===== config.mk =====
export PLATFORM = sky130hd
export DESIGN_NAME = tanh_hgate_flat
export DESIGN_NICKNAME = d
export VERILOG_FILES = /design/src/rtl/tanh_hgate_if.sv /design/src/rtl/tanh_hgate.sv /design/src/flat_wrapper.sv
export SDC_FILE = /design/constraint.sdc
export NUM_CORES = 2
export LEC_CHECK = 0
export CAP_MARGIN = 10
export CORE_UTILIZATION = 57
export DETAILED_ROUTE_END_ITERATION = 12
export PLACE_DENSITY = 0.74
export SLEW_MARGIN = 20
export SYNTH_ARGS = -nofsm -noshare
export SYNTH_HDL_FRONTEND = slang
export SYNTH_SLANG_ARGS = --single-unit

===== constraint.sdc =====
create_clock -name clk -period 9.3 [get_ports clk]
set_input_delay 2.325 -clock clk [delete_from_list [all_inputs] [get_ports clk]]
set_output_delay 2.325 -clock clk [all_outputs]
set_load 0.005 [all_outputs]

===== src/rtl/tanh_hgate_if.sv =====
// Handshake bundle between tanh_hgate, its og source, the tanh unit and the h consumer.
// The master modport is the tanh_hgate side; slave is the surrounding environment.
interface tanh_hgate_if #(
   parameter int W = 32
);
   logic [W-1:0] og;
   logic         og_valid;
   logic         og_take;
   logic [W-1:0] tanh;
   logic         en;
   logic         wa;
   logic         comp;
   logic [W-1:0] h;
   logic         h_valid;
   logic         h_ack;

   modport master (
      input  og, og_valid, tanh, en, h_ack,
      output og_take, wa, comp, h, h_valid
   );

   modport slave (
      output og, og_valid, tanh, en, h_ack,
      input  og_take, wa, comp, h, h_valid
   );
endinterface


===== src/rtl/tanh_hgate.sv =====
// Consumer end of the tanh unit handshake: takes an output-gate value, releases the
// tanh unit, captures its result, and produces the saturated Q5.26 product h = og * tanh.
module tanh_hgate #(
   parameter int W    = 32,
   parameter int FRAC = 26
) (
   input  logic          clk,
   input  logic          rst,
   input  logic          locked,
   tanh_hgate_if.master  bus
);

   typedef enum logic [2:0] {
      IDLE,
      WAIT_T,
      ACK,
      MUL,
      SAT,
      OUT
   } state_t;

   // Largest and smallest Q5.26 values, widened to the product width for clamping
   localparam logic signed [2*W-1:0] HMAX = {{(W+1){1'b0}}, {(W-1){1'b1}}};
   localparam logic signed [2*W-1:0] HMIN = {{(W+1){1'b1}}, {(W-1){1'b0}}};

   state_t                 state_q, state_d;
   logic [W-1:0]           og_q, og_d;
   logic [W-1:0]           tanh_q, tanh_d;
   logic signed [2*W-1:0]  prod_q, prod_d;
   logic [W-1:0]           h_q, h_d;
   logic                   hValid_q, hValid_d;
   logic                   wa_q, wa_d;
   logic                   comp_q, comp_d;
   logic                   ogTake_q, ogTake_d;

   logic signed [2*W-1:0]  ogWide;
   logic signed [2*W-1:0]  tanhWide;
   logic signed [2*W-1:0]  prodFull;
   logic signed [2*W-1:0]  prodShifted;

   // Sign-extend both operands to full product width so the multiply is exact Q10.52
   always_comb begin
      ogWide      = {{W{og_q[W-1]}}, og_q};
      tanhWide    = {{W{tanh_q[W-1]}}, tanh_q};
      prodFull    = ogWide * tanhWide;
      prodShifted = prod_q >>> FRAC;
   end

   // Next-state and output-register logic; clamping the shifted product to the W-bit
   // range is the same test as requiring the top product bits to be all equal
   always_comb begin
      state_d  = state_q;
      og_d     = og_q;
      tanh_d   = tanh_q;
      prod_d   = prod_q;
      h_d      = h_q;
      hValid_d = hValid_q;
      wa_d     = wa_q;
      comp_d   = comp_q;
      ogTake_d = 1'b0;

      case (state_q)
         IDLE: begin
            if (bus.og_valid) begin
               og_d     = bus.og;
               ogTake_d = 1'b1;
               wa_d     = 1'b0;
               state_d  = WAIT_T;
            end
         end
         WAIT_T: begin
            if (bus.en) begin
               tanh_d  = bus.tanh;
               comp_d  = 1'b1;
               wa_d    = 1'b1;
               state_d = ACK;
            end
         end
         ACK: begin
            if (!bus.en) begin
               comp_d  = 1'b0;
               state_d = MUL;
            end
         end
         MUL: begin
            prod_d  = prodFull;
            state_d = SAT;
         end
         SAT: begin
            if (prodShifted > HMAX) begin
               h_d = {1'b0, {(W-1){1'b1}}};
            end else if (prodShifted < HMIN) begin
               h_d = {1'b1, {(W-1){1'b0}}};
            end else begin
               h_d = prodShifted[W-1:0];
            end
            hValid_d = 1'b1;
            state_d  = OUT;
         end
         OUT: begin
            if (bus.h_ack) begin
               hValid_d = 1'b0;
               state_d  = IDLE;
            end
         end
         default: begin
            state_d = IDLE;
         end
      endcase
   end

   // State registers; locked acts as a synchronous clear with the same effect as reset
   always_ff @(posedge clk or negedge rst) begin
      if (!rst) begin
         state_q  <= IDLE;
         og_q     <= '0;
         tanh_q   <= '0;
         prod_q   <= '0;
         h_q      <= '0;
         hValid_q <= 1'b0;
         wa_q     <= 1'b1;
         comp_q   <= 1'b0;
         ogTake_q <= 1'b0;
      end else if (locked) begin
         state_q  <= IDLE;
         og_q     <= '0;
         tanh_q   <= '0;
         prod_q   <= '0;
         h_q      <= '0;
         hValid_q <= 1'b0;
         wa_q     <= 1'b1;
         comp_q   <= 1'b0;
         ogTake_q <= 1'b0;
      end else begin
         state_q  <= state_d;
         og_q     <= og_d;
         tanh_q   <= tanh_d;
         prod_q   <= prod_d;
         h_q      <= h_d;
         hValid_q <= hValid_d;
         wa_q     <= wa_d;
         comp_q   <= comp_d;
         ogTake_q <= ogTake_d;
      end
   end

   assign bus.og_take = ogTake_q;
   assign bus.wa      = wa_q;
   assign bus.comp    = comp_q;
   assign bus.h       = h_q;
   assign bus.h_valid = hValid_q;

endmodule


===== src/flat_wrapper.sv =====
// flat-port wrapper written by rule: the top's interface ports become plain ports
module tanh_hgate_flat 
#(
   parameter int W    = 32,
   parameter int FRAC = 26
)
  (clk, rst, locked, bus_og, bus_og_valid, bus_tanh, bus_en, bus_h_ack, bus_og_take, bus_wa, bus_comp, bus_h, bus_h_valid);
  tanh_hgate_if #(.W(W)) bus_i ();
  input  logic clk;
  input  logic rst;
  input  logic locked;
  input wire logic [$bits(bus_i.og)-1:0] bus_og;
  input wire logic [$bits(bus_i.og_valid)-1:0] bus_og_valid;
  input wire logic [$bits(bus_i.tanh)-1:0] bus_tanh;
  input wire logic [$bits(bus_i.en)-1:0] bus_en;
  input wire logic [$bits(bus_i.h_ack)-1:0] bus_h_ack;
  output wire logic [$bits(bus_i.og_take)-1:0] bus_og_take;
  output wire logic [$bits(bus_i.wa)-1:0] bus_wa;
  output wire logic [$bits(bus_i.comp)-1:0] bus_comp;
  output wire logic [$bits(bus_i.h)-1:0] bus_h;
  output wire logic [$bits(bus_i.h_valid)-1:0] bus_h_valid;
  assign bus_i.og = bus_og;
  assign bus_i.og_valid = bus_og_valid;
  assign bus_i.tanh = bus_tanh;
  assign bus_i.en = bus_en;
  assign bus_i.h_ack = bus_h_ack;
  assign bus_og_take = bus_i.og_take;
  assign bus_wa = bus_i.wa;
  assign bus_comp = bus_i.comp;
  assign bus_h = bus_i.h;
  assign bus_h_valid = bus_i.h_valid;
  tanh_hgate #(.W(W), .FRAC(FRAC)) u_core (.clk(clk), .rst(rst), .locked(locked), .bus(bus_i));
endmodule

**After elaboration in Yosys (flattened, before gate mapping)**

Cells that the tools add are included.

- Reductions and logical operators: 16
- Multiplexer cells: 31
- Equal/unequal tests: 9
- Multipliers: 1
- Order comparisons: 2

Operators by type and width:

| operator | count |
|---|---|
| two-way mux 32 bit | 10 |
| two-way mux 64 bit | 2 |
| multiplier 32 x 32 -> 64 bit | 1 |
| > comparator 38 x 32 -> 1 bit (second input constant) | 1 |
| < comparator 38 x 32 -> 1 bit (second input constant) | 1 |
| one-hot mux 3 bit (6 select lines) | 1 |
| two-way mux 3 bit | 5 |
| inequality test 3 bit (second input constant) | 4 |
| nonzero test 2 bit | 6 |
| two-way mux 1 bit | 10 |
| nonzero test 3 bit | 3 |
| == test 3 x 2 -> 1 bit (second input constant) | 2 |
| == test 3 bit (second input constant) | 2 |
| one-hot mux 1 bit (2 select lines) | 3 |
| AND reduction 2 bit | 3 |
| AND reduction 3 bit | 2 |
| AND reduction 4 bit | 1 |
| == test 3 x 1 -> 1 bit (second input constant) | 1 |
| logical NOT 3 bit | 1 |

- Flip-flop bits (word level): 167
- Word-level logic and storage cells: 68

**Longest topological paths before layout**

- Depth after elaboration: 5
- Depth in mapped cells: 27

**Worst setup path before layout**

No wires, ideal clock.

- Kind: register to register
- From: register u_core.og_q[31]
- To: register u_core.prod_q[61]
- Clock period less this slack: 7.649 ns
- Required time: 9.178 ns
- Setup time: 0.122 ns
- Slack: 1.651 ns
- Cell stages (with the launch flop): 26
- Buffers on the path: 1
- Data arrival time: 7.527 ns
- Cells stage by stage: dfrtp_1 -> clkbuf_1 -> nand2_1 -> inv_1 -> fa_1 -> inv_1 -> fa_1 -> inv_1 -> fa_1 -> fa_1 -> inv_1 -> fa_1 -> inv_1 -> fa_1 -> fa_1 -> fa_1 -> ha_1 -> a21o_1 -> a31o_2 -> a311oi_1 -> a31oi_1 -> a21oi_2 -> o31ai_2 -> a41oi_1 -> mux2i_1 -> nand2_1

- Longest elaborated chain between the ends: 3

RTL lines:

| what | line | text |
|---|---|---|
| from (decl) | tanh_hgate.sv:27 | `logic [W-1:0] og_q, og_d;` |
| from (signal assigned) | tanh_hgate.sv:136 | `og_q <= og_d;` |
| multiplier 32 x 32 -> 64 bit | tanh_hgate.sv:45 | `prodFull = ogWide * tanhWide;` |
| two-way mux 64 bit | tanh_hgate.sv:62 | `case (state_q)` |
| two-way mux 64 bit | tanh_hgate.sv:124 | `end else if (locked) begin` |
| to (signal assigned) | tanh_hgate.sv:138 | `prod_q <= prod_d;` |
| to (decl) | tanh_hgate.sv:29 | `logic signed [2*W-1:0] prod_q, prod_d;` |

Every way passes these cells. The select of a mux whose other input is x is not followed.
A chain may end at the register's enable or synchronous reset.

**Worst setup path in the final report**

- From: register u_core.tanh_q[5]
- To: register u_core.prod_q[61]

- Longest elaborated chain between the ends: 3

RTL lines:

| what | line | text |
|---|---|---|
| from (decl) | tanh_hgate.sv:28 | `logic [W-1:0] tanh_q, tanh_d;` |
| from (signal assigned) | tanh_hgate.sv:137 | `tanh_q <= tanh_d;` |
| multiplier 32 x 32 -> 64 bit | tanh_hgate.sv:45 |  |
| two-way mux 64 bit | tanh_hgate.sv:62 |  |
| two-way mux 64 bit | tanh_hgate.sv:124 |  |

Every way passes these cells. The select of a mux whose other input is x is not followed.

==> impl_results.html <==
<table>
<tr><th>Metric</th><th>Value</th></tr>
<tr><th colspan="2">Logic synthesis</th></tr>
<tr><td>Largest cells by area after synthesis</td><td>fa_1 (53%), inv_1 (8.7%), dfrtp_1 (8.6%)</td></tr>
<tr><td>Sequential cell area fraction in the yosys report</td><td>8.66%</td></tr>
<tr><td>Mean Syn Cell Area</td><td>9.55 um2</td></tr>
<tr><td>Total number of yosys warnings</td><td>0</td></tr>
<tr><td>Leading area contributor after synthesis</td><td>fa_1</td></tr>
<tr><td>Proportion of netlist area held by the largest area contributor</td><td>53.1%</td></tr>
<tr><td>Number of enable flip-flop cells after synthesis</td><td>0</td></tr>
<tr><td>Main flop type after synthesis</td><td>dfrtp_1</td></tr>
<tr><td>Most frequent cell after synthesis</td><td>fa_1</td></tr>
<tr><td>Number of different library cells in the post-synthesis netlist</td><td>66</td></tr>
<tr><td>Post-synthesis instance area</td><td>0.0408 mm2</td></tr>
<tr><td>Register bit count reported by yosys</td><td>141</td></tr>
<tr><td>Most common library cells after synthesis</td><td>fa_1 (1081), inv_1 (946), nand2_1 (651)</td></tr>
<tr><td>Count of mapped cells out of synthesis</td><td>4272</td></tr>
<tr><td>Net count of the mapped netlist</td><td>5603</td></tr>
<tr><td>Post-synthesis async set-or-reset flop share</td><td>100%</td></tr>
<tr><th colspan="2">Layout</th></tr>
<tr><td>Net count of the finished layout</td><td>5574</td></tr>
<tr><td>Proportion of layout cells with a drive suffix above 1</td><td>3.27%</td></tr>
<tr><td>Area added between synthesis and finish</td><td>6.42%</td></tr>
<tr><td>Filler instances</td><td>5818</td></tr>
<tr><td>Post-route cell area</td><td>0.0434 mm2</td></tr>
<tr><td>Antenna diodes</td><td>0</td></tr>
<tr><th colspan="2">Worst setup path</th></tr>
<tr><td>CP Buf/Inv Count</td><td>5</td></tr>
<tr><td>Worst EP arrival</td><td>8.89 ns</td></tr>
<tr><td>Setup crit start kind</td><td>flip-flop</td></tr>
<tr><td>Kind of critical path</td><td>flip-flop to flip-flop</td></tr>
<tr><td>Longest individual stage delay on the worst path</td><td>0.99 ns</td></tr>
<tr><td>Highest fanout seen on the critical path</td><td>22</td></tr>
<tr><td>Data required, critical path</td><td>9.68 ns</td></tr>
<tr><td>Type of destination of the critical path</td><td>flip-flop</td></tr>
<tr><td>Crit-path slowest cell</td><td>dfrtp_1</td></tr>
<tr><td>Crit path max-delay family</td><td>adder cells</td></tr>
<tr><td>Critical Path Most Common Cell</td><td>fa_1</td></tr>
<tr><td>Reg-to-Reg Start</td><td>u_core.tanh_q[5]$_DFFE_PN0P_</td></tr>
<tr><td>CP cell instances</td><td>nand2_1, inv_1, fa_1, inv_1, fa_1, inv_1, fa_1, fa_1, inv_1, fa_1, inv_1, fa_1, fa_1, fa_1, ha_1, a21o_1, a31o_2, a311oi_1, a31oi_1, a21oi_2, o31ai_2, a41oi_1, mux2i_1, nand2_1</td></tr>
<tr><td>Start point of the critical path</td><td>u_core.tanh_q[5]$_DFFE_PN0P_</td></tr>
<tr><th colspan="2">CTS</th></tr>
<tr><td>Total CTS buffers</td><td>17</td></tr>
<tr><td>Clock tree from TritonCTS</td><td>built</td></tr>
<tr><td>Source-to-sink clock delay at the later pin of the worst-skew pair</td><td>0.52 ns</td></tr>
<tr><td>H-tree level count</td><td>4</td></tr>
<tr><td>Clk Tree Root Cell</td><td>clkbuf_16</td></tr>
<tr><td>Clock slew at the register clock pins of the worst setup and hold paths</td><td>0.08 ns</td></tr>
<tr><td>Clk sinks</td><td>141</td></tr>
<tr><td>Quantity of gates resized following cts</td><td>0</td></tr>
<tr><td>Buffer count from post-CTS setup fixing</td><td>0</td></tr>
<tr><td>Count of hold buffers inserted by post-cts repair</td><td>0</td></tr>
<tr><td>Buffer levels on the longest clock path</td><td>2</td></tr>
<tr><th colspan="2">Pwr</th></tr>
<tr><td>Static Leak</td><td>22.2 nW</td></tr>
<tr><td>Relative contribution of the clock network to total power</td><td>28.6%</td></tr>
<tr><td>Peak supply drop</td><td>0.102 mV</td></tr>
<tr><td>Net switching share of the total power</td><td>45.8%</td></tr>
<tr><td>PD cells</td><td>60.5 mW/mm2</td></tr>
<tr><td>Psw</td><td>1.20 mW</td></tr>
<tr><td>Sequential share of power</td><td>28.2%</td></tr>
<tr><td>Relative contribution of combinational cells to total power</td><td>43.2%</td></tr>
<tr><td>Cell internal power dissipation</td><td>1.42 mW</td></tr>
<tr><th colspan="2">Min path</th></tr>
<tr><td>Worst hold path startpoint</td><td>u_core.bus.h[14]$_DFFE_PN0P_</td></tr>
<tr><td>Class of the most critical hold timing path</td><td>flip-flop to flip-flop</td></tr>
<tr><th colspan="2">Floorplan</th></tr>
<tr><td>Count of standard-cell rows</td><td>97</td></tr>
<tr><td>Die area</td><td>0.0726 mm2</td></tr>
<tr><td>Die width</td><td>269 um</td></tr>
<tr><td>Die height</td><td>269 um</td></tr>
<tr><td>Core area</td><td>0.0704 mm2</td></tr>
<tr><td>Number of ports placed on the die boundary</td><td>106</td></tr>
<tr><td>Initial standard-cell utilization of the core</td><td>57.9%</td></tr>
<tr><th colspan="2">Global routing</th></tr>
<tr><td>Global routing's busiest layer</td><td>met2</td></tr>
<tr><td>Via count of the first global-routing pass</td><td>31700</td></tr>
<tr><td>Maximum number of pins on one net before global-route repair</td><td>82</td></tr>
<tr><td>Global routing met2 resource utilization</td><td>51.0%</td></tr>
<tr><td>Met3 routing resource usage after global routing</td><td>4.30%</td></tr>
<tr><td>Wire length of the first global-routing pass</td><td>171000 um</td></tr>
<tr><td>Initial antenna violation count</td><td>3</td></tr>
<tr><td>GRT met1 Usage</td><td>40.5%</td></tr>
<tr><td>Total grt overflow</td><td>0</td></tr>
<tr><td>GRT Util Overall</td><td>30.5%</td></tr>
<tr><th colspan="2">STA</th></tr>
<tr><td>Final setup viols</td><td>0</td></tr>
<tr><td>RSZ-0062 raised after global routing</td><td>no</td></tr>
<tr><td>Relative slew slack</td><td>21.2%</td></tr>
<tr><td>Count of final max-slew check failures</td><td>0</td></tr>
<tr><td>Worst setup skew after layout</td><td>0.0321 ns</td></tr>
<tr><td>TNS Setup</td><td>0 ns</td></tr>
<tr><td>Tmin final</td><td>8.51 ns</td></tr>
<tr><td>Number of hold-slack violations in the final timing report</td><td>0</td></tr>
<tr><td>Tightest Pin Transition</td><td>1.18 ns</td></tr>
<tr><td>Share of the cycle needed by the critical path after routing</td><td>91.5%</td></tr>
<tr><td>Fmax</td><td>117 MHz</td></tr>
<tr><th colspan="2">Routing</th></tr>
<tr><td>Number of violations reported at the end of detailed-routing iteration 0</td><td>2417</td></tr>
<tr><td>Total number of vias</td><td>29100</td></tr>
<tr><td>Post-Route WL</td><td>103000 um</td></tr>
<tr><td>Wirelength per Cell</td><td>19.9 um</td></tr>
<tr><td>Average vias per placed instance</td><td>5.59</td></tr>
<tr><td>DR pass1 iterations</td><td>6</td></tr>
<tr><td>Final antenna-violating net count</td><td>0</td></tr>
<tr><td>Remaining DRCs</td><td>0</td></tr>
<tr><th colspan="2">Placed design</th></tr>
<tr><td>Post-detail-place hpwl</td><td>84800 um</td></tr>
<tr><td>Count of input and output buffers</td><td>105</td></tr>
<tr><td>Instance area after placement</td><td>0.0428 mm2</td></tr>
<tr><td>Weighted congestion at the end of routability-driven global placement</td><td>0.919</td></tr>
<tr><th colspan="2">Status</th></tr>
<tr><td>Outcome</td><td>completed</td></tr>
<tr><th colspan="2">Flow run</th></tr>
<tr><td>Max-cap violation count</td><td>0</td></tr>
</table>
-- stage by stage --
stage | total power, mW | hold WS, ns | worst slack [ns] | std cells | util [%]
final | 2.63 | 0.495 | 0.789 | 5196 | 61.6
after detailed placement | 1.87 | 0.475 | 0.906 | 5164 | 60.8
after global placement | 1.86 | 0.464 | 1.04 | 5164 | 60.8
after global routing | 2.79 | 0.527 | 0.354 | 5196 | 61.6
after CTS | 2.64 | 0.498 | 0.840 | 5196 | 61.6
after floorplan | 1.43 | 0.444 | 1.65 | 4272 | -
-- metal layers --
layer / vias up / wire (um)
met4: 0 / 4170
met2: 1242 / 51900
met1: 15200 / 39800
met5: - / 0
met3: 253 / 7580
li1: 12300 / -
-- final cells by class --
cell class                 instances  area (um2)  area share (%)
clock inverter                    15         186           0.430
timing repair buffer             188        1680            3.88
inverter                         947        3550            8.19
sequential                       141        3530            8.14
clock buffer                      17         425           0.980
multi-input combinational       2948       32800            75.7
tap                              940        1180            2.71
-- power by group through the flow --
| stage | clock (mW) | sequential [mW] | combinational [mW] |
|---|---|---|---|
| after global routing | 0.781 | 0.742 | 1.26 |
| after detailed placement | 0 | 0.747 | 1.12 |
| after floorplan | 0 | 0.664 | 0.769 |
| after CTS | 0.765 | 0.736 | 1.14 |
| after global placement | 0 | 0.746 | 1.11 |
| final | 0.752 | 0.741 | 1.13 |
-- layout by cell type, fill, tap and decap left out, drive strengths merged, types with 9 or more instances in the layout --
cell type      instances
xnor2                 23
ha                   180
a21oi                 83
xor2                  17
and2                 513
a22o                  33
inv                  955
nor2b                 10
clkdlybuf4s50        103
o21ai                 85
buf                   85
a21o                  21
o21bai                 9
fa                  1081
nor3                   9
nand4                 12
nand2                651
nand2b                11
nand3                 15
clkbuf                17
nor2                  90
dfrtp                140
-- state kept, by name (all words and copies together) (netlist names) --
| register | count |
|---|---|
| u_core.bus.h_valid | 1 |
| u_core.bus.wa | 1 |
| u_core.tanh_q | 32 |
| u_core.bus.og_take | 1 |
| u_core.bus.h | 32 |
| u_core.bus.comp | 1 |
| u_core.prod_q | 38 |
| u_core.og_q | 32 |
| u_core.state_q | 3 |
-- cell families after synthesis --
| logic type | count (synthesis) | synth area share (%) |
|---|---|---|
| fa+ha+maj | 1261 | 58.6 |
| compound gates | 302 | 4.88 |
| buf+inv | 1183 | 10.9 |
| xor+xnor | 40 | 0.859 |
| flops | 141 | 8.66 |
| simple gates | 1340 | 16.0 |
| mux | 5 | 0.126 |
-- tightest hold or removal path, cell delays in order (launching register included) --
cell and delay (ns):
dfrtp_1 0.35, nand2_1 0.05, o21ai_0 0.06
-- final timing paths --
path / cells past startpoint / slack (ns) / to
min in group asynchronous: 1 / 1.87 / u_core.og_q[26]$_DFFE_PN0P_
worst max register to register: 24 / 0.79 / u_core.prod_q[61]$_DFFE_PN0P_
worst min-delay path: 2 / 0.49 / u_core.bus.h[14]$_DFFE_PN0P_
worst max-delay path: 24 / 0.79 / u_core.prod_q[61]$_DFFE_PN0P_
max in group asynchronous: 2 / 6.00 / u_core.state_q[1]$_DFFE_PN0P_
worst min register to register: 2 / 0.49 / u_core.bus.h[14]$_DFFE_PN0P_
Power figures use the tool's default switching activity.
